[src/rtl/frame_task_scheduler.sv]
// Frame scheduler: derives the 10 Hz frame tick from the 1 MHz clock and, once per frame,
// sequences up to four tasks through START/DONE handshakes with a per-slot timeout.
module frame_task_scheduler #(
  parameter int unsigned FRAME_CYCLES   = 100000,
  parameter int unsigned TIMEOUT_CYCLES = 20000,
  parameter int unsigned CNT_W          = 17,
  parameter int unsigned NUM_SLOTS      = 4
) (
  input  logic                 CLK_1MHZ_IN,
  input  logic                 RESET,
  input  logic                 ENABLE,
  input  logic [NUM_SLOTS-1:0] SLOT_MASK,
  input  logic [NUM_SLOTS-1:0] DONE,
  input  logic                 OVERRUN_CLR,
  output logic [NUM_SLOTS-1:0] START,
  output logic                 FRAME_TICK,
  output logic                 BUSY,
  output logic [NUM_SLOTS-1:0] TIMEOUT_FLAG,
  output logic                 OVERRUN,
  output logic [15:0]          FRAME_COUNT
);

  localparam int unsigned IDX_W  = $clog2(NUM_SLOTS + 1);
  localparam int unsigned SLOT_W = $clog2(NUM_SLOTS);
  localparam logic [CNT_W-1:0] FRAME_LAST = CNT_W'(FRAME_CYCLES - 1);
  localparam logic [CNT_W-1:0] TMO_LAST   = CNT_W'(TIMEOUT_CYCLES - 1);

  typedef enum logic [1:0] {ST_IDLE, ST_SCAN, ST_ISSUE, ST_WAIT} state_t;

  state_t               state, state_d;
  logic [CNT_W-1:0]     frame_cnt;
  logic [CNT_W-1:0]     tmo_cnt, tmo_cnt_d;
  logic [NUM_SLOTS-1:0] mask_q, mask_d;
  logic [NUM_SLOTS-1:0] flags_d;
  logic [IDX_W-1:0]     idx, idx_d;
  logic [SLOT_W-1:0]    cur, cur_d;
  logic [SLOT_W-1:0]    pick;
  logic [IDX_W-1:0]     cur_next;
  logic                 found;
  logic                 frame_end;

  assign frame_end = (frame_cnt == FRAME_LAST);
  assign BUSY      = (state != ST_IDLE);
  assign cur_next  = IDX_W'(cur) + IDX_W'(1);

  always_ff @(posedge CLK_1MHZ_IN) begin
    if (!RESET) begin
      frame_cnt   <= '0;
      FRAME_TICK  <= 1'b0;
      FRAME_COUNT <= '0;
      OVERRUN     <= 1'b0;
    end else begin
      frame_cnt  <= frame_end ? '0 : frame_cnt + CNT_W'(1);
      FRAME_TICK <= frame_end;
      if (frame_end) begin
        FRAME_COUNT <= FRAME_COUNT + 16'd1;
      end
      // A tick that lands while busy must win over a simultaneous clear.
      if (FRAME_TICK && BUSY) begin
        OVERRUN <= 1'b1;
      end else if (OVERRUN_CLR) begin
        OVERRUN <= 1'b0;
      end
    end
  end

  always_ff @(posedge CLK_1MHZ_IN) begin
    if (!RESET) begin
      state        <= ST_IDLE;
      mask_q       <= '0;
      idx          <= '0;
      cur          <= '0;
      tmo_cnt      <= '0;
      TIMEOUT_FLAG <= '0;
    end else begin
      state        <= state_d;
      mask_q       <= mask_d;
      idx          <= idx_d;
      cur          <= cur_d;
      tmo_cnt      <= tmo_cnt_d;
      TIMEOUT_FLAG <= flags_d;
    end
  end

  always_comb begin
    state_d   = state;
    mask_d    = mask_q;
    idx_d     = idx;
    cur_d     = cur;
    tmo_cnt_d = tmo_cnt;
    flags_d   = TIMEOUT_FLAG;
    START     = '0;
    found     = 1'b0;
    pick      = '0;

    for (int unsigned i = 0; i < NUM_SLOTS; i++) begin
      if (!found && mask_q[SLOT_W'(i)] && (IDX_W'(i) >= idx)) begin
        found = 1'b1;
        pick  = SLOT_W'(i);
      end
    end

    case (state)
      ST_IDLE: begin
        if (FRAME_TICK && ENABLE) begin
          mask_d  = SLOT_MASK;
          idx_d   = '0;
          state_d = ST_SCAN;
        end
      end
      ST_SCAN: begin
        if (found) begin
          cur_d   = pick;
          state_d = ST_ISSUE;
        end else begin
          state_d = ST_IDLE;
        end
      end
      ST_ISSUE: begin
        START     = NUM_SLOTS'(1) << cur;
        tmo_cnt_d = '0;
        state_d   = ST_WAIT;
      end
      ST_WAIT: begin
        tmo_cnt_d = tmo_cnt + CNT_W'(1);
        // DONE is checked first so a reply on the last allowed cycle still counts.
        if (DONE[cur]) begin
          flags_d[cur] = 1'b0;
          idx_d        = cur_next;
          state_d      = ST_SCAN;
        end else if (tmo_cnt == TMO_LAST) begin
          flags_d[cur] = 1'b1;
          idx_d        = cur_next;
          state_d      = ST_SCAN;
        end
      end
      default: state_d = ST_IDLE;
    endcase
  end

endmodule

[config.mk]
export PLATFORM = sky130hd
export DESIGN_NAME = frame_task_scheduler
export DESIGN_NICKNAME = d
export VERILOG_FILES = /design/src/rtl/frame_task_scheduler.sv
export SDC_FILE = /design/constraint.sdc
export NUM_CORES = 1
export LEC_CHECK = 0
export CORE_UTILIZATION = 51
export CTS_CLUSTER_DIAMETER = 150
export DETAILED_ROUTE_END_ITERATION = 8
export MAX_ROUTING_LAYER = met4
export PLACE_DENSITY = 0.83
export SLEW_MARGIN = 10
export SYNTH_ARGS = -nofsm -noshare
export SYNTH_HDL_FRONTEND = slang
export SYNTH_SLANG_ARGS = --single-unit
[constraint.sdc]
create_clock -name CLK_1MHZ_IN -period 2.1 [get_ports CLK_1MHZ_IN]
set_input_delay 0.315 -clock CLK_1MHZ_IN [delete_from_list [all_inputs] [get_ports CLK_1MHZ_IN]]
set_output_delay 0.315 -clock CLK_1MHZ_IN [all_outputs]
set_load 0.03 [all_outputs]
==> results.toml, run 1 <==
[cells_and_area]
syn_to_final_growth_pct = 25.21
post_route_cells_drive_above_1_share = 0.1501
final_cell_count_no_fill = 550
num_antenna_cells = 0
filler_cell_count = 525
layout.nets = 493
most-common-layout-cells = "dfxtp_1 (65), nor2_1 (37), clkdlybuf4s50_1 (33), nand2_1 (30), buf_4 (30)"
most_common_cell_after_layout_fill_and_taps_aside = "dfxtp_1"

[detailed_routing]
antenna_violating_nets_post_route = 0
post-route-drc-count = 1
top_layer_used = "met4"
detail_route.wirelength.met1_mm = 3.876
wl_met3_um = 381
vias_per_cell = 6.055
dr.pass1.iters = 6
detail_route.iter0.violations = 233
routed_wirelength_mm = 8.610
detailroute.via_count = 3330
wl_per_cell_um = 15.65
routed-wl-met2_mm = 4.209

[status]
failed_checks = "DRC"
outcome = "finished, violations left"

[yosys]
area_fraction_in_compound_gates_after_synthesis = 0.1621
synth_xor_area_frac = 0.04769
synth.lib_cells_used.distinct = 59
yosys_register_bits = 67
post_synth_inst_count = 409
synth_enable_flop_cells = 0
synth-adder-area-share = 0.04303
synth-async-reset-ratio = 0
mappedNetlistArea_mm2 = 0.003490
synth-simple-area-share = 0.2786
synth.mux.area_fraction = 0.03872
synth_area_per_cell_um2 = 8.532
synth_top_flop_cell = "dfxtp_1"
synth_sequential_area_ratio = 0.3844
synth_top_family_by_area = "simple AND/OR/NAND/NOR gates"
ys.warnings.count = 0
syn_nets = 433

[place]
gpl.final_weighted_congestion = 1.022
hpwlAfterDp_mm = 5.879
place.detailed.instances = 533
port_buffers = 38

[hold_path]
holdCritPathClass = "flop to flop"

[clocking]
holdBufCountCts = 0
cts-root-buf = "clkbuf_8"
cts_post_setup_buffers_inserted = 0
clock-sinks = 67
tritoncts = "done"
clk_pin_slew_worst_paths_ns = 0.07
worstSkewPairLatency_ns = 0.35
clk_path_buf_depth = 2
h_tree_level_count = 3
numCtsBuffers = 9

[timing]
minimum_clock_period_after_layout_ns = 2.042
final-max-slew-violation-count = 0
worstMarginPinSlew_ns = 0.5110
setup_viol = 0
final.setup_skew_ns = 0.008312
relSlewSlack = 0.6547
part_of_the_cycle_the_worst_path_needs = 0.9723
finalHoldViolations = 0
fmax_mhz = 489.7
rsz0062_at_grt = "false"
tns_ns = 0

[setup_path]
critPathMaxFanout = 8
worstSetupEndpointType = "flop"
setup.worst_path.start_class = "flop"
path_class = "flop to flop"
crit_required_ns = 2.35
cp_data_arrival_time_ns = 2.29

[floorplan]
floorplan.initialDensity = 0.5373
floorplan.rows = 29
core_area_mm2 = 0.006495
die_h_um = 84.72
die_ar_mm2 = 0.007177
boundaryPins = 39
chipWidth_um = 84.72

[global_routing]
grt.overflow.total = 0
grt_start_max_net_pins = 28
first_pass_grt_wire_length_mm = 14.40
grt_antenna_before_repair = 0
groute.usage.overall = 0.2563
number_of_global_route_vias_before_repair = 3107

[pwr]
p_leak_nw = 1.532
power_mw = 2.601
power.density_cell_area_mw_per_mm2 = 595.3
worst_ir_drop_vdd_uv = 446.8

[flow_run]
maxCapViolCount = 0
[registers in the layout, summed over array words and instances, names as in the netlist, named ones only]
name and count:
tmo_cnt 17, FRAME_COUNT 16, idx 3, frame_cnt 17
OVERRUN 1, state 2, mask_q 4, cur 2
FRAME_TICK 1
[metrics by stage]
stage | utilization | hold slack, ns | cell area, um2 | setup WS [ns]
after floorplan | - | 0.4198 | 3496 | 0.005893
after global routing | 0.6727 | 0.4408 | 4369 | 0.01278
final | 0.6727 | 0.4201 | 4369 | 0.05811
after CTS | 0.6654 | 0.4599 | 4322 | 0.01638
after global placement | 0.6317 | 0.4332 | 4103 | 0.08722
after detailed placement | 0.6317 | 0.4490 | 4103 | 0.009761
[repair_timing]
action,4_1_cts,5_1_grt
setup endpoints to repair,6,31
gates resized for setup,7,9
gates cloned,0,2
pin swaps,0,3
[per-layer routing]
layer | up-vias | track usage
met1 | 1589 | 0.3102
met2 | 95 | 0.4132
li1 | 1627 | -
met4 | 0 | 0.09091
met3 | 19 | 0.06686
met5 | - | -
[cell type report]
cell class	count	area, um2	share of cell area
multi-input cells	306	2049	0.4691
flip-flops and latches	67	1344	0.3076
repair buffers	68	599.3	0.1372
clock buffers	11	141.4	0.03236
well taps	77	96.34	0.02205
clock inverters	4	75.07	0.01718
inverters	17	63.81	0.01460
[worst max-delay path, stage by stage (launching register included)]
cell	delay [ns]
dfxtp_1	0.41
ha_1	0.36
buf_4	0.23
nand3_1	0.20
or3b_2	0.52
a21oi_1	0.23
[cells in the mapped netlist (2+ instances only)]
| cell type | count | area share |
|---|---|---|
| o22ai_1 | 2 | 0.0036 |
| nand3_1 | 21 | 0.030 |
| o211a_1 | 2 | 0.0057 |
| nand4_1 | 14 | 0.025 |
| and2_1 | 8 | 0.014 |
| nor3_1 | 9 | 0.013 |
| nand2b_1 | 6 | 0.011 |
| xor2_1 | 7 | 0.018 |
| or3_1 | 5 | 0.0090 |
| mux2i_1 | 9 | 0.026 |
| xnor2_1 | 12 | 0.030 |
| nor2_1 | 37 | 0.040 |
| nand2_1 | 30 | 0.032 |
| a31oi_1 | 9 | 0.016 |
| clkbuf_1 | 17 | 0.018 |
| o211ai_1 | 3 | 0.0065 |
| ha_1 | 12 | 0.043 |
| dfxtp_1 | 67 | 0.38 |
| a311oi_1 | 2 | 0.0050 |
| o31ai_1 | 14 | 0.030 |
| and4_1 | 4 | 0.010 |
| or4_4 | 2 | 0.0065 |
| buf_6 | 2 | 0.0065 |
| o21ai_0 | 6 | 0.0086 |
| nor4_1 | 8 | 0.014 |
| o32ai_1 | 2 | 0.0050 |
| inv_1 | 16 | 0.017 |
| and3_1 | 3 | 0.0054 |
| or2_2 | 3 | 0.0054 |
| nor2b_1 | 2 | 0.0036 |
| a211oi_1 | 4 | 0.0086 |
| a21oi_1 | 24 | 0.034 |
| o21a_1 | 5 | 0.011 |
| or4_1 | 16 | 0.034 |
| mux2_2 | 2 | 0.0065 |
[cell families after synthesis]
group,Yosys count
xor gates and xnor gates,19
DFF,67
buffers and inverters,38
AOI/OAI and AO/OA,84
and+or+nand+nor,177
adders and majority gates,12
muxes,12
[power breakdown]
group	switching, mW	internal, mW	leakage [nW]
clock network	0.488	0.695	0.102
logic	0.0739	0.0592	0.890
registers	0.00703	1.28	0.541
total	0.569	2.03	1.53
[worst paths after layout]
check / from / endpoint / slack [ns] / cells after the start
max: state[0] / tmo_cnt[8] / 0.06 / 5
min: frame_cnt[0] / frame_cnt[0] / 0.42 / 1
min reg2reg: frame_cnt[0] / frame_cnt[0] / 0.42 / 1
max reg2reg: state[0] / tmo_cnt[8] / 0.06 / 5
Power figures use the tool's default switching activity.
==> run 2, diff against run 1 <==
- RECOVER_POWER: not set -> 100
==> run 2 against run 1 <==
Highest routed layer unchanged. Via count rose by 0.30%. Combinational power barely moved. Core utilization fell by 0.33 points. Maximum frequency rose by 0.16%. Total power barely moved. Sequential share of layout area rose by 0.15 points. Hold slack got worse by 0.00054 ns. Routed wire length rose by 0.22%. The run still ends with DRC left. Count of clock-buffer cells in the layout did not move. Critical path depth did not move. Clock power barely moved. Sequential power barely moved.
==> results.toml, run 2 (same netlist as run 1, synthesis figures left out) <==
[timing]
minimum_clock_period_after_layout_ns = 2.039
setup_viol = 0
worstMarginPinSlew_ns = 0.8945
whs_ns = 0.4195
final.setup_skew_ns = 0.008203
relSlewSlack = 0.4037
finalHoldViolations = 0
fmax_mhz = 490.5
final-max-slew-violation-count = 0
tns_ns = 0
rsz0062_at_grt = "false"
part_of_the_cycle_the_worst_path_needs = 0.9707

[place]
hpwlAfterDp_mm = 5.879
gpl.final_weighted_congestion = 1.022
port_buffers = 38

[cells_and_area]
post_route_cells_drive_above_1_share = 0.1395
syn_to_final_growth_pct = 24.60
layout.nets = 493
layout.core_utilization = 0.6694
filler_cell_count = 535
most-common-layout-cells = "dfxtp_1 (65), nor2_1 (37), nand2_1 (30), buf_4 (24), dlygate4sd3_1 (23)"
area_taken_by_multi_input_logic_gates_mm2 = 0.002049
register_area_mm2 = 0.001344
largest_registers = "frame_cnt: 17 flops, tmo_cnt: 17 flops, FRAME_COUNT: 16 flops"
most_common_cell_after_layout_fill_and_taps_aside = "dfxtp_1"
num_antenna_cells = 0

[clocking]
clk_path_buf_depth = 2
h_tree_level_count = 3
cts_post_setup_buffers_inserted = 0
clk_pin_slew_worst_paths_ns = 0.07
clock-sinks = 67
holdBufCountCts = 0
tritoncts = "done"
cts-root-buf = "clkbuf_8"
worstSkewPairLatency_ns = 0.35
numCtsBuffers = 9

[status]
outcome = "finished, violations left"
failed_checks = "DRC"

[pwr]
worst_ir_drop_vdd_uv = 442.4
power.density_cell_area_mw_per_mm2 = 597.7
p_leak_nw = 1.590

[detailed_routing]
wl_per_cell_um = 15.69
post-route-drc-count = 1
detail_route.iter0.violations = 240
detailroute.via_count = 3340
dr.pass1.iters = 7
routed_wirelength_mm = 8.629
vias_per_cell = 6.073
antenna_violating_nets_post_route = 0

[global_routing]
grt_start_max_net_pins = 28
grt.overflow.total = 0
grt_antenna_before_repair = 0
first_pass_grt_wire_length_mm = 14.40
number_of_global_route_vias_before_repair = 3107
groute.usage.overall = 0.2563

[floorplan]
die_h_um = 84.72
core_area_mm2 = 0.006495
boundaryPins = 39
floorplan.initialDensity = 0.5373
die_ar_mm2 = 0.007177
floorplan.rows = 29
chipWidth_um = 84.72

[flow_run]
maxCapViolCount = 0

[setup_path]
critPathMaxFanout = 8
worst-path-buf-inv = 1
setup.worst_path.start_class = "flop"
path_class = "flop to flop"
critical-path-top-delay-family = "simple AND/OR/NAND/NOR gates"
critical_path_cell_by_cell = "ha_1 > buf_4 > nand3_1 > or3b_2 > a21oi_1"
critPathSlowestCell = "or3b_2"
crit_required_ns = 2.35
cp_data_arrival_time_ns = 2.29
worstSetupEndpointType = "flop"
cpPeakStageDelay_ns = 0.52

[hold_path]
holdCritPathClass = "flop to flop"
## run 2: cell count changes in the layout (fill, tap and decap cells not counted), sizes merged
cell           delta
dlygate4sd3      +23
clkdlybuf4s50    -23
buf               -6
clkbuf            +6
## run 2: through the flow
step | worst slack (ns) | power, mW | instance area, um2 | std cells
2_1_floorplan | 0.005893 | 1.384 | 3496 | 409
3_3_place_gp | 0.08722 | 1.440 | 4103 | 533
3_5_place_dp | 0.009761 | 1.444 | 4103 | 533
4_1_cts | 0.01638 | 2.619 | 4322 | 548
5_1_grt | 0.01193 | 2.678 | 4348 | 550
6_report | 0.06144 | 2.599 | 4348 | 550
## run 2: path summary, 6_finish.rpt
check,startpoint,end,slack [ns],cells past startpoint
max reg2reg,state[0],tmo_cnt[8],0.06,5
max,state[0],tmo_cnt[8],0.06,5
min,frame_cnt[0],frame_cnt[0],0.42,1
min reg2reg,frame_cnt[0],frame_cnt[0],0.42,1
## run 2: timing repair
action,in CTS,in global routing
endpoints found under the setup margin,6,31
gates resized for setup,7,9
cloned,0,2
pin swaps,0,3
## run 2: final cells by class
type | instances | share of cell area
Clock buffer | 11 | 0.03252
Clock inverter | 4 | 0.01727
Inverter | 17 | 0.01468
Multi-Input combinational cell | 306 | 0.4714
Sequential cell | 67 | 0.3091
Tap cell | 77 | 0.02216
Timing Repair Buffer | 68 | 0.1329
## run 2: power breakdown
group,switching [mW],internal (mW)
registers,0.00709,1.28
logic,0.0733,0.0572
clock network,0.489,0.695
total,0.569,2.03
## run 2: layer usage
metal,vias up,global-route usage,share of wire
li1,1631,-,-
met1,1598,0.3102,0.45
met2,90,0.4132,0.49
met3,21,0.06686,0.044
met4,0,0.09091,0.019
met5,-,-,0
==> run 3, diff against run 2 <==
- CORE_UTILIZATION: 51 -> 45
- CTS_BUF_LIST: not set -> sky130_fd_sc_hd__clkbuf_16
- PLACE_DENSITY: 0.83 -> 0.76
==> run 3 against run 2 <==
The flow now finishes without violations. Sequential power about the same. Routed wire length grew 0.74%. Sequential cell count did not move. Count of clock-buffer cells in the layout down 2. Clock power rose by 34%. Total power grew 15%. Register-to-register slack about the same. Global-route usage is 3.0 points lower. Maximum frequency increased by 0.49%. Cell count increased by 4.2%. Non-clock buffer count is 1 higher. Combinational power hardly changed.
==> results.toml, run 3 (same netlist as run 1, synthesis figures left out) <==
[setup_path]
rrSetupSlack_ns = 0.07
critPathSlowestCell = "or4_4"
worstSetupEndpointType = "flop"
setup.worst_path.start_class = "flop"
cpPeakStageDelay_ns = 0.66
crit_required_ns = 2.37
critical_path_cell_by_cell = "or2_1 > or4_4 > or4_1 > a21oi_2"
r2r-start = "frame_cnt[12]"
worst-r2r-cell-count = 4
worstReg2RegEnd = "FRAME_COUNT[15]"
critPathMaxFanout = 17
cp_data_arrival_time_ns = 2.30
path_class = "flop to flop"

[floorplan]
die_h_um = 90.06
die_ar_mm2 = 0.008111
boundaryPins = 39
floorplan.initialDensity = 0.4735
chipWidth_um = 90.06
core_area_mm2 = 0.007370
floorplan.rows = 31

[timing]
rsz0062_at_grt = "false"
minimum_clock_period_after_layout_ns = 2.029
fmax_mhz = 492.9
part_of_the_cycle_the_worst_path_needs = 0.9660
setup_viol = 0
final-max-slew-violation-count = 0
final.setup_skew_ns = 0.008346
worstMarginPinSlew_ns = 0.5465
relSlewSlack = 0.6307
finalHoldViolations = 0
tns_ns = 0

[pwr]
worst_ir_drop_vdd_uv = 475.0
p_leak_nw = 1.647
power.density_cell_area_mw_per_mm2 = 672.5

[cells_and_area]
filler_cell_count = 658
most-common-layout-cells = "dfxtp_1 (67), nor2_1 (37), nand2_1 (30), buf_4 (26), dlygate4sd3_1 (23)"
layout.nets = 493
area_taken_by_multi_input_logic_gates_mm2 = 0.002019
most_common_cell_after_layout_fill_and_taps_aside = "dfxtp_1"
largest_registers = "frame_cnt: 17 flops, tmo_cnt: 17 flops, FRAME_COUNT: 16 flops"
num_antenna_cells = 0
syn_to_final_growth_pct = 27.43
stdcell_area_mm2 = 0.004447
post_route_cells_drive_above_1_share = 0.1266
register_area_mm2 = 0.001341

[place]
gpl.final_weighted_congestion = 0.9634
postPlaceCellArea_mm2 = 0.004138
port_buffers = 38
hpwlAfterDp_mm = 5.899

[clocking]
worstSkewPairLatency_ns = 0.33
clk_pin_slew_worst_paths_ns = 0.06
clock-sinks = 67
clk_path_buf_depth = 2
numCtsBuffers = 9
tritoncts = "done"
cts_post_setup_buffers_inserted = 0
h_tree_level_count = 3
cts-root-buf = "clkbuf_16"

[detailed_routing]
wl_per_cell_um = 15.17
antenna_violating_nets_post_route = 0
detailroute.via_count = 3336
dr.pass1.iters = 5
routed_wirelength_mm = 8.693
post-route-drc-count = 0
detail_route.iter0.violations = 194
vias_per_cell = 5.822

[flow_run]
maxCapViolCount = 0

[status]
outcome = "completed"

[global_routing]
groute.usage.overall = 0.2268
first_pass_grt_wire_length_mm = 14.55
grt_start_max_net_pins = 19
grt_antenna_before_repair = 0
number_of_global_route_vias_before_repair = 3173
grt.overflow.total = 0

[hold_path]
worstHoldEndpoint = "frame_cnt[0]"
timing.hold.worst.start = "frame_cnt[0]"
holdPathStages = 1
holdCritPathClass = "flop to flop"
==> run 3: changes by cell type in the layout (fill, tap and decap cells not counted), moves of 2 or more <==
cell	before	now
clkbuf_8	10	0
clkbuf_16	0	9
or4_4	6	3
buf_4	24	26
clkinvlp_4	2	0
dfxtp_1	65	67
dfxtp_2	2	0
inv_1	16	18
or4_1	14	16
==> run 3: layout make-up <==
class / instances / area share
flip-flops and latches: 67 / 0.3016
inverters: 17 / 0.01435
multi-input cells: 305 / 0.4541
clock inverters: 7 / 0.01913
well taps: 99 / 0.02786
repair buffers: 69 / 0.1322
clock buffers: 9 / 0.05065
==> run 3: how the worst max path moves through the flow <==
stage                       start              end  slack [ns]  depth (start not counted)
detailed placement   frame_cnt[0]  FRAME_COUNT[10]       0.001                          5
global route        frame_cnt[12]  FRAME_COUNT[13]        0.01                          4
floorplan            frame_cnt[0]  FRAME_COUNT[12]       0.006                          7
finish              frame_cnt[12]  FRAME_COUNT[15]        0.07                          4
CTS                    tmo_cnt[8]         state[1]        0.01                          4
global placement     frame_cnt[0]  FRAME_COUNT[12]        0.06                          5
==> run 3: report_power, final <==
part | total, mW | internal (mW) | switching (mW)
Combinational | 0.128 | 0.0563 | 0.0712
Clock | 1.58 | 1.03 | 0.550
Sequential | 1.29 | 1.28 | 0.00737
Total | 2.99 | 2.36 | 0.629
==> run 3: what timing repair did <==
item | 4_1_cts | 5_1_grt
endpoints found under the setup margin | 16 | 15
hold buffers | 0 | 0
hold endpoints to repair | 0 | 0
gates cloned | 1 | 0
pin swaps | 1 | 2
gates resized for setup | 7 | 5
==> run 3: metrics by stage <==
| step | utilization | setup WS (ns) | power (mW) | hold WS (ns) | instances |
|---|---|---|---|---|---|
| 4_1_cts | 0.6049 | 0.01309 | 3.016 | 0.4668 | 573 |
| 3_5_place_dp | 0.5615 | 0.001319 | 1.443 | 0.4419 | 556 |
| 3_3_place_gp | 0.5615 | 0.05615 | 1.441 | 0.4336 | 556 |
| 2_1_floorplan | - | 0.005893 | 1.384 | 0.4198 | 409 |
| 6_report | 0.6034 | 0.07132 | 2.990 | 0.4657 | 573 |
| 5_1_grt | 0.6034 | 0.009969 | 3.084 | 0.4831 | 573 |
==> run 3: routing by layer <==
metal | track usage | vias to the layer above | share of wire
met5 | - | - | 0
met4 | 0.09812 | 0 | 0.012
met2 | 0.3626 | 99 | 0.49
met3 | 0.04146 | 11 | 0.047
met1 | 0.2799 | 1596 | 0.45
li1 | - | 1630 | -
==> run 3: worst max-delay path, delay by kind of cell (launching register included) <==
| kind | cells | cell delay [ns] |
|---|---|---|
| simple gates | 3 | 1.49 |
| flops | 1 | 0.33 |
| compound gates | 1 | 0.15 |
